$ cat config.mk
export PLATFORM = sky130hd
export DESIGN_NAME = seven_segment_scan_controller_flat
export DESIGN_NICKNAME = d
export VERILOG_FILES = /design/src/rtl/seven_segment_scan_controller_if.sv /design/src/rtl/seven_segment_scan_controller.sv /design/src/flat_wrapper.sv
export SDC_FILE = /design/constraint.sdc
export NUM_CORES = 1
export LEC_CHECK = 0
export ABC_AREA = 0
export BUFFER_PORTS_ARGS = -buffer_cell sky130_fd_sc_hd__buf_2
export CORE_MARGIN = 5
export CORE_UTILIZATION = 56
export CTS_BUF_LIST = sky130_fd_sc_hd__clkbuf_8
export CTS_CLUSTER_SIZE = 14
export DETAILED_ROUTE_END_ITERATION = 16
export PLACE_DENSITY_LB_ADDON = 0.08
export SYNTH_ARGS = -nofsm -noshare
export SYNTH_HDL_FRONTEND = slang
export SYNTH_SLANG_ARGS = --single-unit
$ cat constraint.sdc
create_clock -name clk -period 3.16 [get_ports clk]
set_input_delay 0.79 -clock clk [delete_from_list [all_inputs] [get_ports clk]]
set_output_delay 0.79 -clock clk [all_outputs]
set_load 0.01 [all_outputs]
$ cat src/rtl/seven_segment_scan_controller_if.sv
// seven_segment_scan_controller_if: digit data bus with load/ack shadow-update handshake
interface seven_segment_scan_controller_if #(
   parameter int NUM_DIGITS = 4
);
   logic [4*NUM_DIGITS-1:0] digit_data;
   logic [NUM_DIGITS-1:0]   dp_data;
   logic [NUM_DIGITS-1:0]   digit_mask;
   logic                    load;
   logic                    load_ack;
   modport master (output digit_data, dp_data, digit_mask, load, input load_ack);
   modport slave (input digit_data, dp_data, digit_mask, load, output load_ack);
endinterface

$ cat src/rtl/seven_segment_scan_controller.sv
// seven_segment_scan_controller: blanked digit scanner with frame-synchronous shadow loads
module seven_segment_scan_controller #(
   parameter int NUM_DIGITS = 4,
   parameter int BLANK_CYCLES = 2,
   parameter bit ANODE_ACTIVE_LOW = 1'b1,
   parameter bit SEG_ACTIVE_LOW = 1'b1,
   localparam int IW = NUM_DIGITS > 1 ? $clog2(NUM_DIGITS) : 1
) (
   input  logic                             clk,
   input  logic                             reset,
   input  logic                             scan_tick,
   input  logic                             enable,
   seven_segment_scan_controller_if.slave   bus,
   output logic [NUM_DIGITS-1:0]            anode,
   output logic [6:0]                       segments,
   output logic                             dp,
   output logic                             frame_done,
   output logic [IW-1:0]                    current_digit
);
   localparam int BW = $clog2(BLANK_CYCLES) + 1;
   localparam logic [6:0] HEX [0:15] = '{7'h3F, 7'h06, 7'h5B, 7'h4F, 7'h66, 7'h6D, 7'h7D, 7'h07,
                                         7'h7F, 7'h6F, 7'h77, 7'h7C, 7'h39, 7'h5E, 7'h79, 7'h71};
   typedef enum logic [1:0] {IDLE, BLANK, DRIVE} state_t;
   state_t                  state, state_n;
   logic [2:0]              sync;
   logic [BW-1:0]           cnt, cnt_n;
   logic [IW-1:0]           idx_n;
   logic [4*NUM_DIGITS-1:0] data_sh, data_n;
   logic [NUM_DIGITS-1:0]   dp_sh, dp_n, mask_sh, mask_n, an_on;
   logic [6:0]              seg_on;
   logic                    pending, step, last, blank_done, wrap, cap, lit;
   // any tick transition is one scan step
   assign step = sync[1] ^ sync[2];
   assign last = current_digit == IW'(NUM_DIGITS - 1);
   assign blank_done = cnt == BW'(BLANK_CYCLES - 1);
   assign wrap = enable && state == DRIVE && step && last;
   assign cap = (bus.load || pending) && (wrap || state == IDLE);
   assign data_n = cap ? bus.digit_data : data_sh;
   assign dp_n = cap ? bus.dp_data : dp_sh;
   assign mask_n = cap ? bus.digit_mask : mask_sh;
   always_comb begin
      state_n = state;
      idx_n = current_digit;
      cnt_n = '0;
      if (!enable) begin
         state_n = IDLE;
         idx_n = '0;
      end else if (state == IDLE) begin
         state_n = step ? BLANK : IDLE;
         idx_n = '0;
      end else if (state == BLANK) begin
         state_n = blank_done ? DRIVE : BLANK;
         cnt_n = blank_done ? '0 : cnt + BW'(1);
      end else if (step) begin
         state_n = BLANK;
         idx_n = last ? '0 : current_digit + IW'(1);
      end
   end
   // pins are registered from next-state values so they track the state register exactly
   assign lit = state_n != IDLE;
   assign seg_on = lit ? HEX[data_n[{idx_n, 2'b00} +: 4]] : 7'h00;
   assign an_on = state_n == DRIVE && mask_n[idx_n] ? NUM_DIGITS'(1) << idx_n : '0;
   always_ff @(posedge clk) begin
      if (!reset) begin
         state <= IDLE;
         current_digit <= '0;
         cnt <= '0;
         sync <= '0;
         pending <= 1'b0;
         data_sh <= '0;
         dp_sh <= '0;
         mask_sh <= '0;
         bus.load_ack <= 1'b0;
         frame_done <= 1'b0;
         anode <= {NUM_DIGITS{ANODE_ACTIVE_LOW}};
         segments <= {7{SEG_ACTIVE_LOW}};
         dp <= SEG_ACTIVE_LOW;
      end else begin
         state <= state_n;
         current_digit <= idx_n;
         cnt <= cnt_n;
         sync <= {sync[1:0], scan_tick};
         pending <= (bus.load || pending) && !cap;
         data_sh <= data_n;
         dp_sh <= dp_n;
         mask_sh <= mask_n;
         bus.load_ack <= cap;
         frame_done <= wrap;
         anode <= an_on ^ {NUM_DIGITS{ANODE_ACTIVE_LOW}};
         segments <= seg_on ^ {7{SEG_ACTIVE_LOW}};
         dp <= (lit && dp_n[idx_n]) ^ SEG_ACTIVE_LOW;
      end
   end
endmodule

$ cat src/flat_wrapper.sv
// flat-port wrapper written by rule: the top's interface ports become plain ports
module seven_segment_scan_controller_flat 
#(
   parameter int NUM_DIGITS = 4,
   parameter int BLANK_CYCLES = 2,
   parameter bit ANODE_ACTIVE_LOW = 1'b1,
   parameter bit SEG_ACTIVE_LOW = 1'b1,
   localparam int IW = NUM_DIGITS > 1 ? $clog2(NUM_DIGITS) : 1
)
  (clk, reset, scan_tick, enable, anode, segments, dp, frame_done, current_digit, bus_digit_data, bus_dp_data, bus_digit_mask, bus_load, bus_load_ack);
  seven_segment_scan_controller_if #(.NUM_DIGITS(NUM_DIGITS)) bus_i ();
  input  logic clk;
  input  logic reset;
  input  logic scan_tick;
  input  logic enable;
  output logic [NUM_DIGITS-1:0] anode;
  output logic [6:0] segments;
  output logic dp;
  output logic frame_done;
  output logic [IW-1:0] current_digit;
  input wire logic [$bits(bus_i.digit_data)-1:0] bus_digit_data;
  input wire logic [$bits(bus_i.dp_data)-1:0] bus_dp_data;
  input wire logic [$bits(bus_i.digit_mask)-1:0] bus_digit_mask;
  input wire logic [$bits(bus_i.load)-1:0] bus_load;
  output wire logic [$bits(bus_i.load_ack)-1:0] bus_load_ack;
  assign bus_i.digit_data = bus_digit_data;
  assign bus_i.dp_data = bus_dp_data;
  assign bus_i.digit_mask = bus_digit_mask;
  assign bus_i.load = bus_load;
  assign bus_load_ack = bus_i.load_ack;
  seven_segment_scan_controller #(.NUM_DIGITS(NUM_DIGITS), .BLANK_CYCLES(BLANK_CYCLES), .ANODE_ACTIVE_LOW(ANODE_ACTIVE_LOW), .SEG_ACTIVE_LOW(SEG_ACTIVE_LOW)) u_core (.clk(clk), .reset(reset), .scan_tick(scan_tick), .enable(enable), .bus(bus_i), .anode(anode), .segments(segments), .dp(dp), .frame_done(frame_done), .current_digit(current_digit));
endmodule
==> impl_metrics.yaml, run 1 <==
worst_setup_path:
  worstPathMaxFanout: 7
  critPathKind: "reg2reg"
  cpPeakStageDelay_ns: 0.45
  rr_startpoint: "u_core.current_digit[1]$_SDFF_PN0_"
  r2r_slack_ns: 0.44
  critPathLaunch: "u_core.current_digit[1]$_SDFF_PN0_"
  critPathCaptureType: "flop"
  cp.required_ns: 3.39
  slowest_stage: "dfxtp_1"
  start_kind: "flop"
  crit_family: "compound AO/OA/AOI/OAI gates"
  path_cells: "ha_1 -> nor2_1 -> or3_1 -> o22ai_2 -> a22oi_1 -> nand2_1 -> inv_1 -> ha_1 -> nand2_1 -> o21ai_0 -> a31oi_1"
  cp.arrival_ns: 2.95
  cp.buffers_inverters: 1
power:
  intPower_w: 0.000944
  sequentialPowerShare_pct: 51.0
  p_total_w: 0.00125
  pwr-share-comb_pct: 13.3
  irDropWorstVdd_mv: 0.319
  p_sw_share_pct: 24.4
  p_switching_w: 0.000305
  leakage_nw: 1.12
  p_per_area_nw_per_um2: 471
  clock_power_share_pct: 35.7
clock_tree:
  holdBufCountCts: 0
  insertion_delay_ns: 0.30
  path_clk_slew_ns: 0.09
  clock-sinks: 48
  root_buffer: "clkbuf_8"
  cts_buffers: 5
  cts_setup_buffers: 0
  cts_tree: "done"
  cts-resized-gates: 0
  clk_path_buf_depth: 2
  htreeDepth: 2
routing:
  drcViolationCount: 0
  first_pass_iters: 4
  wl_um: 4760
  postRouteAntennaNets: 0
  routedWlPerCell_um: 14.0
  vias: 1834
  vias_per_cell: 5.41
  first_iter_violations: 106
logic_synthesis:
  synth.top_cells.by_area: "dfxtp_1, nand2_1, mux2i_1"
  yosysSeqAreaShare_pct: 43.2
  synth_edf_count: 0
  syn_nets: 272
  ys_types: 47
  ys_ff_latch: 48
  yosysTopAreaCell: "dfxtp_1"
  synth_top_area_share_pct: 43.2
  synthArstFlopShare_pct: 0
  synth_warnings: 0
  yosys_most_used_dff: "dfxtp_1"
  syn_area_per_cell_um2: 9.47
  synthesis.area_um2: 2220
  netlist_instances: 235
floorplanning:
  dieHeight_um: 73.0
  fp.dieW_um: 73.0
  row_count: 23
  core_um2: 3910
  initial_core_util_pct: 56.8
  boundaryPins: 45
  dieArea_um2: 5330
timing:
  final_hold_viol_count: 0
  hold-worst-slack_ns: 0.432
  skew_ns: 0.00330
  finalSetupViolCount: 0
  drv_slew: 0
  worst_pin_slew_ns: 0.514
  fmax_mhz: 368
  timing.final.crit_period_ns: 2.72
  slew_headroom_pct: 65.5
  tns_ns: 0
  rsz0062_at_grt: "false"
  fin_crit_sh_pct: 86.0
placement:
  gp_congestion: 0.842
  portBuffers: 44
  dp_hpwl_um: 3370
  place_inst: 331
  place_area_um2: 2540
cells_and_area:
  finalNetCount: 325
  antennaDiodeCount: 0
  drive_above_1_share_pct: 28.0
  areaGrowthSynthToFinish_pct: 19.2
  layout_commonest_cell: "dfxtp_1"
  final_cell_count_no_fill: 339
  mostFrequentLayoutCells: "dfxtp_1, buf_2, nand2_1"
  final_area_um2: 2650
global_route:
  grt_max_degree: 33
  grt.total_usage_pct: 19.1
  grt_overflow: 0
  antenna_found_initial: 0
  grt_pass1_wl_um: 7870
  grt_pass1_vias: 1685
worst_hold_path:
  holdCritPathClass: "reg2reg"
  worstHoldStart: "u_core.cnt[0]$_SDFF_PP0_"
flow_run:
  cap_violations: 0
outcome:
  status: "completed"
==> path summary, 6_finish.rpt <==
kind,depth (start not counted),to
max,11,u_core.segments[3]$_SDFF_PN1_
min,1,u_core.cnt[0]$_SDFF_PP0_
max reg2reg,11,u_core.segments[3]$_SDFF_PN1_
min reg2reg,1,u_core.cnt[0]$_SDFF_PP0_
==> cell type report <==
class                   instances  area [µm²]
clock inverters                 3        46.3
multi-input cells             173        1200
repair buffers                 53         288
clock buffers                   5        68.8
flip-flops and latches         48         961
inverters                       7        26.3
fillers                       346        1260
well taps                      50        62.6
==> synthesized netlist by cell type (all sizes together), types with 2 or more instances <==
library cell / count
a21boi: 4
a21oi: 4
a22oi: 4
a31oi: 2
and2: 16
and4: 2
buf: 4
clkbuf: 3
dfxtp: 48
ha: 8
inv: 7
mux2: 8
mux2i: 12
nand2: 35
nand2b: 4
nand3: 4
nand4: 2
nor2: 8
nor2b: 10
nor4: 3
o211a: 4
o21ai: 14
o221ai: 5
o22ai: 8
or2: 3
==> per-layer routing <==
| layer | share of wire (%) | global-route usage (%) | wire [µm] |
|---|---|---|---|
| met1 | 48 | 27.0 | 2270 |
| met5 | 0 | 0 | 0 |
| met4 | 2.0 | 8.20 | 97 |
| met2 | 43 | 27.2 | 2050 |
| met3 | 7.2 | 4.96 | 342 |
==> stage by stage <==
| stage | setup WS [ns] | utilization [%] |
|---|---|---|
| 3_3_place_gp | 0.280 | 64.8 |
| 6_report | 0.442 | 67.7 |
| 3_5_place_dp | 0.234 | 64.8 |
| 5_1_grt | 0.196 | 67.7 |
| 2_1_floorplan | 0.474 | - |
| 4_1_cts | 0.454 | 67.7 |
==> power groups by stage <==
stage	Sequential [W]	Combinational, W	Clock [W]
finish	0.000637	0.000166	0.000446
global placement	0.000651	0.000163	0
CTS	0.000637	0.000166	0.000460
floorplan	0.000652	0.000114	0
detailed placement	0.000651	0.000164	0
global route	0.000640	0.000186	0.000484
==> logic make-up after synthesis <==
group / synth area share (%)
fa+ha+maj: 4.50
simple gates: 21.8
xor+xnor: 1.13
flops: 43.2
compound gates: 16.9
buf+inv: 3.04
mux: 9.45
==> sequential cells by signal (all words and copies together) (netlist names) <==
register and cells:
u_core.anode 4, u_core.bus.load_ack 1, u_core.cnt 2, u_core.current_digit 2
u_core.data_sh 16, u_core.dp 1, u_core.dp_sh 4, u_core.frame_done 1
u_core.mask_sh 4, u_core.pending 1, u_core.segments 7, u_core.state 2
u_core.sync 3
No activity file was read; power rests on OpenSTA's default activity.
==> inputs of run 2 (changes only) <==
Settings changed: CORE_UTILIZATION 56 to 51.
Clock period 3.16 ns to 2.2 ns, I/O delays scaled along.
==> impl_metrics.yaml, run 2 (same netlist as run 1, synthesis figures left out) <==
timing:
  drv_slew: 0
  final_hold_viol_count: 0
  tns_ns: -1.57
  rsz0062_at_grt: "true"
  finalSetupViolCount: 7
  timing.final.crit_period_ns: 2.48
  fin_crit_sh_pct: 113
  worst_pin_slew_ns: 0.461
  worst_slack_ns: -0.284
  skew_ns: 0.00720
  slew_headroom_pct: 69.0
  fmax_mhz: 403
worst_setup_path:
  r2r_slack_ns: -0.28
  critPathKind: "reg2reg"
  cp.buffers_inverters: 3
  start_kind: "flop"
  cp.arrival_ns: 2.68
  critPathCaptureType: "flop"
  path_cells: "xnor2_1 -> or3_4 -> o211ai_4 -> buf_4 -> a22oi_2 -> nand2_2 -> inv_4 -> ha_4 -> inv_1 -> o221ai_1"
  worstPathMaxFanout: 5
  crit_family: "compound AO/OA/AOI/OAI gates"
  cp.required_ns: 2.40
  slowest_stage: "or3_4"
  cpPeakStageDelay_ns: 0.46
global_route:
  busiest_layer: "met2"
  grt_pass1_wl_um: 9920
  grt_overflow: 0
  grt_util_met3_pct: 3.90
  antenna_found_initial: 0
  grt_max_degree: 33
  use_met2_pct: 33.0
  grt_pass1_vias: 2038
  global_route.usage.met1_pct: 28.5
  grt.total_usage_pct: 20.6
clock_tree:
  cts_tree: "done"
  clock-sinks: 48
  holdBufCountCts: 0
  root_buffer: "clkbuf_8"
  clk_path_buf_depth: 2
  path_clk_slew_ns: 0.09
  cts_buffers: 5
  insertion_delay_ns: 0.30
  htreeDepth: 2
power:
  irDropWorstVdd_mv: 0.385
  p_per_area_nw_per_um2: 579
  leakage_nw: 1.43
cells_and_area:
  mostFrequentLayoutCells: "buf_4, buf_2, dfxtp_1"
  reg.largest.list: "u_core.data_sh x16, u_core.segments x7"
  fill_cells: 264
  areaGrowthSynthToFinish_pct: 50.8
  layout_commonest_cell: "buf_4"
  finalNetCount: 375
  top_register: "u_core.data_sh"
  antennaDiodeCount: 0
  drive_above_1_share_pct: 50.1
  regArea_um2: 973
  multi_input_area_um2: 1470
  fin_util_pct: 78.1
  largest_register_ffs: 16
floorplanning:
  dieHeight_um: 76.0
  fp.dieW_um: 76.0
  core_um2: 4290
  boundaryPins: 45
  dieArea_um2: 5780
  row_count: 24
  initial_core_util_pct: 51.8
routing:
  vias: 2155
  postRouteAntennaNets: 0
  routedWlPerCell_um: 16.7
  wl_um: 6540
  drcViolationCount: 0
  first_pass_iters: 5
  vias_per_cell: 5.51
  first_iter_violations: 204
placement:
  dp_hpwl_um: 3710
  gp_congestion: 0.789
  portBuffers: 44
worst_hold_path:
  holdCritPathClass: "reg2reg"
outcome:
  failed_checks: "negative setup slack"
  status: "finished, violations left"
flow_run:
  cap_violations: 0
run 2: stage by stage:
stage,hold WS (ns),setup WS (ns),std cells,power [W],area [µm²]
final,0.435,-0.284,391,0.00194,3360
after global placement,0.416,-0.339,363,0.00122,2820
after CTS,0.437,-0.201,387,0.00190,3230
after global routing,0.453,-0.389,391,0.00202,3360
after floorplan,0.408,-0.190,235,0.00111,2280
after detailed placement,0.421,-0.409,363,0.00122,2820
run 2: path summary, 6_finish.rpt:
check                                 start                       endpoint  depth (start not counted)
hold reg to reg    u_core.cnt[0]$_SDFF_PP0_       u_core.cnt[0]$_SDFF_PP0_                          1
setup / recovery  u_core.sync[2]$_SDFF_PN0_  u_core.segments[1]$_SDFF_PN1_                         10
hold / removal     u_core.cnt[0]$_SDFF_PP0_       u_core.cnt[0]$_SDFF_PP0_                          1
setup reg to reg  u_core.sync[2]$_SDFF_PN0_  u_core.segments[1]$_SDFF_PN1_                         10
run 2: power breakdown:
group	internal [W]	leakage (nW)	switching [W]
combinational	0.000205	0.969	0.000198
clock	0.000333	0.0593	0.000292
sequential	0.000903	0.397	0.0000123
total	0.00144	1.43	0.000502
run 2: cell type report:
cell class                      count  area share [%]
Clock inverter                      3            1.16
Inverter                            7           0.932
Tap cell                           52            1.94
Sequential cell                    48            29.0
Multi-Input combinational cell    173            43.9
Timing Repair Buffer              103            21.0
Clock buffer                        5            2.05
run 2: routing by layer:
| metal | wire length [µm] | part of all wire (%) |
|---|---|---|
| met5 | 0 | 0 |
| met4 | 155 | 2.4 |
| met3 | 439 | 6.7 |
| met2 | 3070 | 47 |
| met1 | 2870 | 44 |
run 2: repair_timing:
| item | 4_1_cts | 5_1_grt |
|---|---|---|
| setup buffers | 15 | 6 |
| gates resized for setup | 35 | 26 |
| endpoints found under the setup margin | 7 | 12 |
| pin swaps | 16 | 20 |
| cloned | 1 | 0 |
==> inputs of run 3 (changes only) <==
Settings changed: CORE_MARGIN 5 to 8.
==> impl_metrics.yaml, run 3 (same netlist as run 1, synthesis figures left out) <==
outcome:
  status: "finished, violations left"
  failed_checks: "negative setup slack"
floorplanning:
  dieHeight_um: 82.0
  row_count: 24
  core_um2: 4260
  fp.dieW_um: 82.0
  dieArea_um2: 6730
  boundaryPins: 45
  initial_core_util_pct: 52.2
worst_setup_path:
  cp.depth: 10
  cp.required_ns: 2.42
  cp.buffers_inverters: 3
  cpPeakStageDelay_ns: 0.42
  critPathCaptureType: "flop"
  slowest_stage: "o21ai_1"
  crit_family: "compound AO/OA/AOI/OAI gates"
  worstPathMaxFanout: 8
  critPathKind: "reg2reg"
  worst_path_most_repeated_cell: "buf_4"
  rr_worst_depth: 10
  start_kind: "flop"
  path_cells: "xnor2_1 -> o21ai_1 -> o22ai_2 -> buf_4 -> o211a_1 -> nor4_4 -> buf_4 -> inv_2 -> mux2i_4 -> o221ai_2"
  cp.arrival_ns: 2.64
timing:
  final_hold_viol_count: 0
  finalSetupViolCount: 11
  fin_crit_sh_pct: 110
  drv_slew: 0
  rsz0062_at_grt: "true"
  worst_slack_ns: -0.217
  fmax_mhz: 414
  skew_ns: 0.00721
  timing.final.crit_period_ns: 2.42
  slew_headroom_pct: 69.3
  worst_pin_slew_ns: 0.457
cells_and_area:
  fill_cells: 299
  finalNetCount: 367
  top_register: "u_core.data_sh"
  areaGrowthSynthToFinish_pct: 48.7
  fin_util_pct: 77.6
  antennaDiodeCount: 0
  drive_above_1_share_pct: 48.3
  reg.largest.list: "u_core.data_sh x16, u_core.segments x7"
  final_area_um2: 3310
  largest_register_ffs: 16
  mostFrequentLayoutCells: "buf_2, dfxtp_1, buf_4"
  layout_commonest_cell: "buf_2"
power:
  irDropWorstVdd_mv: 0.424
  leakage_nw: 1.39
  p_per_area_nw_per_um2: 558
  p_total_w: 0.00184
clock_tree:
  holdBufCountCts: 0
  clk_path_buf_depth: 2
  cts_tree: "done"
  cts_buffers: 5
  root_buffer: "clkbuf_8"
  path_clk_slew_ns: 0.09
  clock-sinks: 48
  htreeDepth: 2
  insertion_delay_ns: 0.31
flow_run:
  cap_violations: 0
global_route:
  grt.total_usage_pct: 18.5
  grt_max_degree: 29
  grt_pass1_vias: 2014
  antenna_found_initial: 0
  grt_pass1_wl_um: 9570
  grt_overflow: 0
placement:
  gp_congestion: 0.783
  portBuffers: 44
  dp_hpwl_um: 4040
  place_ws_ns: -0.397
  place_area_um2: 2810
routing:
  vias: 2070
  vias_per_cell: 5.40
  routedWlPerCell_um: 16.4
  drcViolationCount: 0
  first_iter_violations: 152
  postRouteAntennaNets: 0
  first_pass_iters: 7
  wl_um: 6300
worst_hold_path:
  holdCritPathClass: "reg2reg"
  whs_path_depth: 1
run 3: cell types whose count changed in the layout (fill, tap and decap cells not counted), moves of 2 or more:
cell | before | now
buf_4 | 51 | 40
buf_12 | 1 | 4
inv_1 | 4 | 2
mux2i_2 | 2 | 0
mux2i_4 | 0 | 2
nand2_1 | 31 | 29
o21ai_0 | 10 | 12
run 3: through the flow:
| step | cells | setup TNS, ns | hold WS [ns] |
|---|---|---|---|
| finish | 383 | -1.54 | 0.431 |
| global route | 383 | -2.58 | 0.447 |
| CTS | 379 | -1.58 | 0.431 |
| detailed placement | 361 | -2.59 | 0.419 |
| global placement | 361 | -2.15 | 0.418 |
| floorplan | 235 | -0.907 | 0.408 |
run 3: final timing paths:
kind	endpoint	slack [ns]	start
setup / recovery	u_core.segments[4]$_SDFF_PN1_	-0.22	u_core.sync[1]$_SDFF_PN0_
hold / removal	u_core.cnt[0]$_SDFF_PP0_	0.43	u_core.cnt[0]$_SDFF_PP0_
setup reg to reg	u_core.segments[4]$_SDFF_PN1_	-0.22	u_core.sync[1]$_SDFF_PN0_
hold reg to reg	u_core.cnt[0]$_SDFF_PP0_	0.43	u_core.cnt[0]$_SDFF_PP0_
run 3: final cells by class:
type / count / area [µm²] / area share, %
clock buffers: 6 / 82.6 / 2.50
clock inverters: 2 / 10.0 / 0.303
inverters: 7 / 33.8 / 1.02
multi-input cells: 173 / 1460 / 44.2
flip-flops and latches: 48 / 972 / 29.4
well taps: 52 / 65.1 / 1.97
repair buffers: 95 / 683 / 20.7
run 3: worst register-to-register path, cell delays in order, from the launching register on:
cell      delay (ns)
dfxtp_4         0.37
xnor2_1         0.17
o21ai_1         0.42
o22ai_2         0.14
buf_4           0.19
o211a_1         0.13
nor4_4          0.21
buf_4           0.21
inv_2           0.07
mux2i_4         0.19
o221ai_2        0.22
run 3: repair_timing:
action,in CTS,in global routing
setup buffers,9,6
gates cloned,1,0
resized for setup,21,36
pin swaps,13,27
setup endpoints to repair,7,12
run 3: where the power goes:
part	internal, W	total (W)	switching [W]
combinational	0.000201	0.000389	0.000188
sequential	0.000903	0.000916	0.0000122
clock	0.000251	0.000540	0.000289
run 3: per-layer routing:
metal	track usage (%)	routed length, µm	vias to the layer above
li1	-	-	1023
met1	21.9	2780	966
met2	30.3	2980	65
met3	5.25	381	16
met4	8.25	150	0
met5	0	0	-
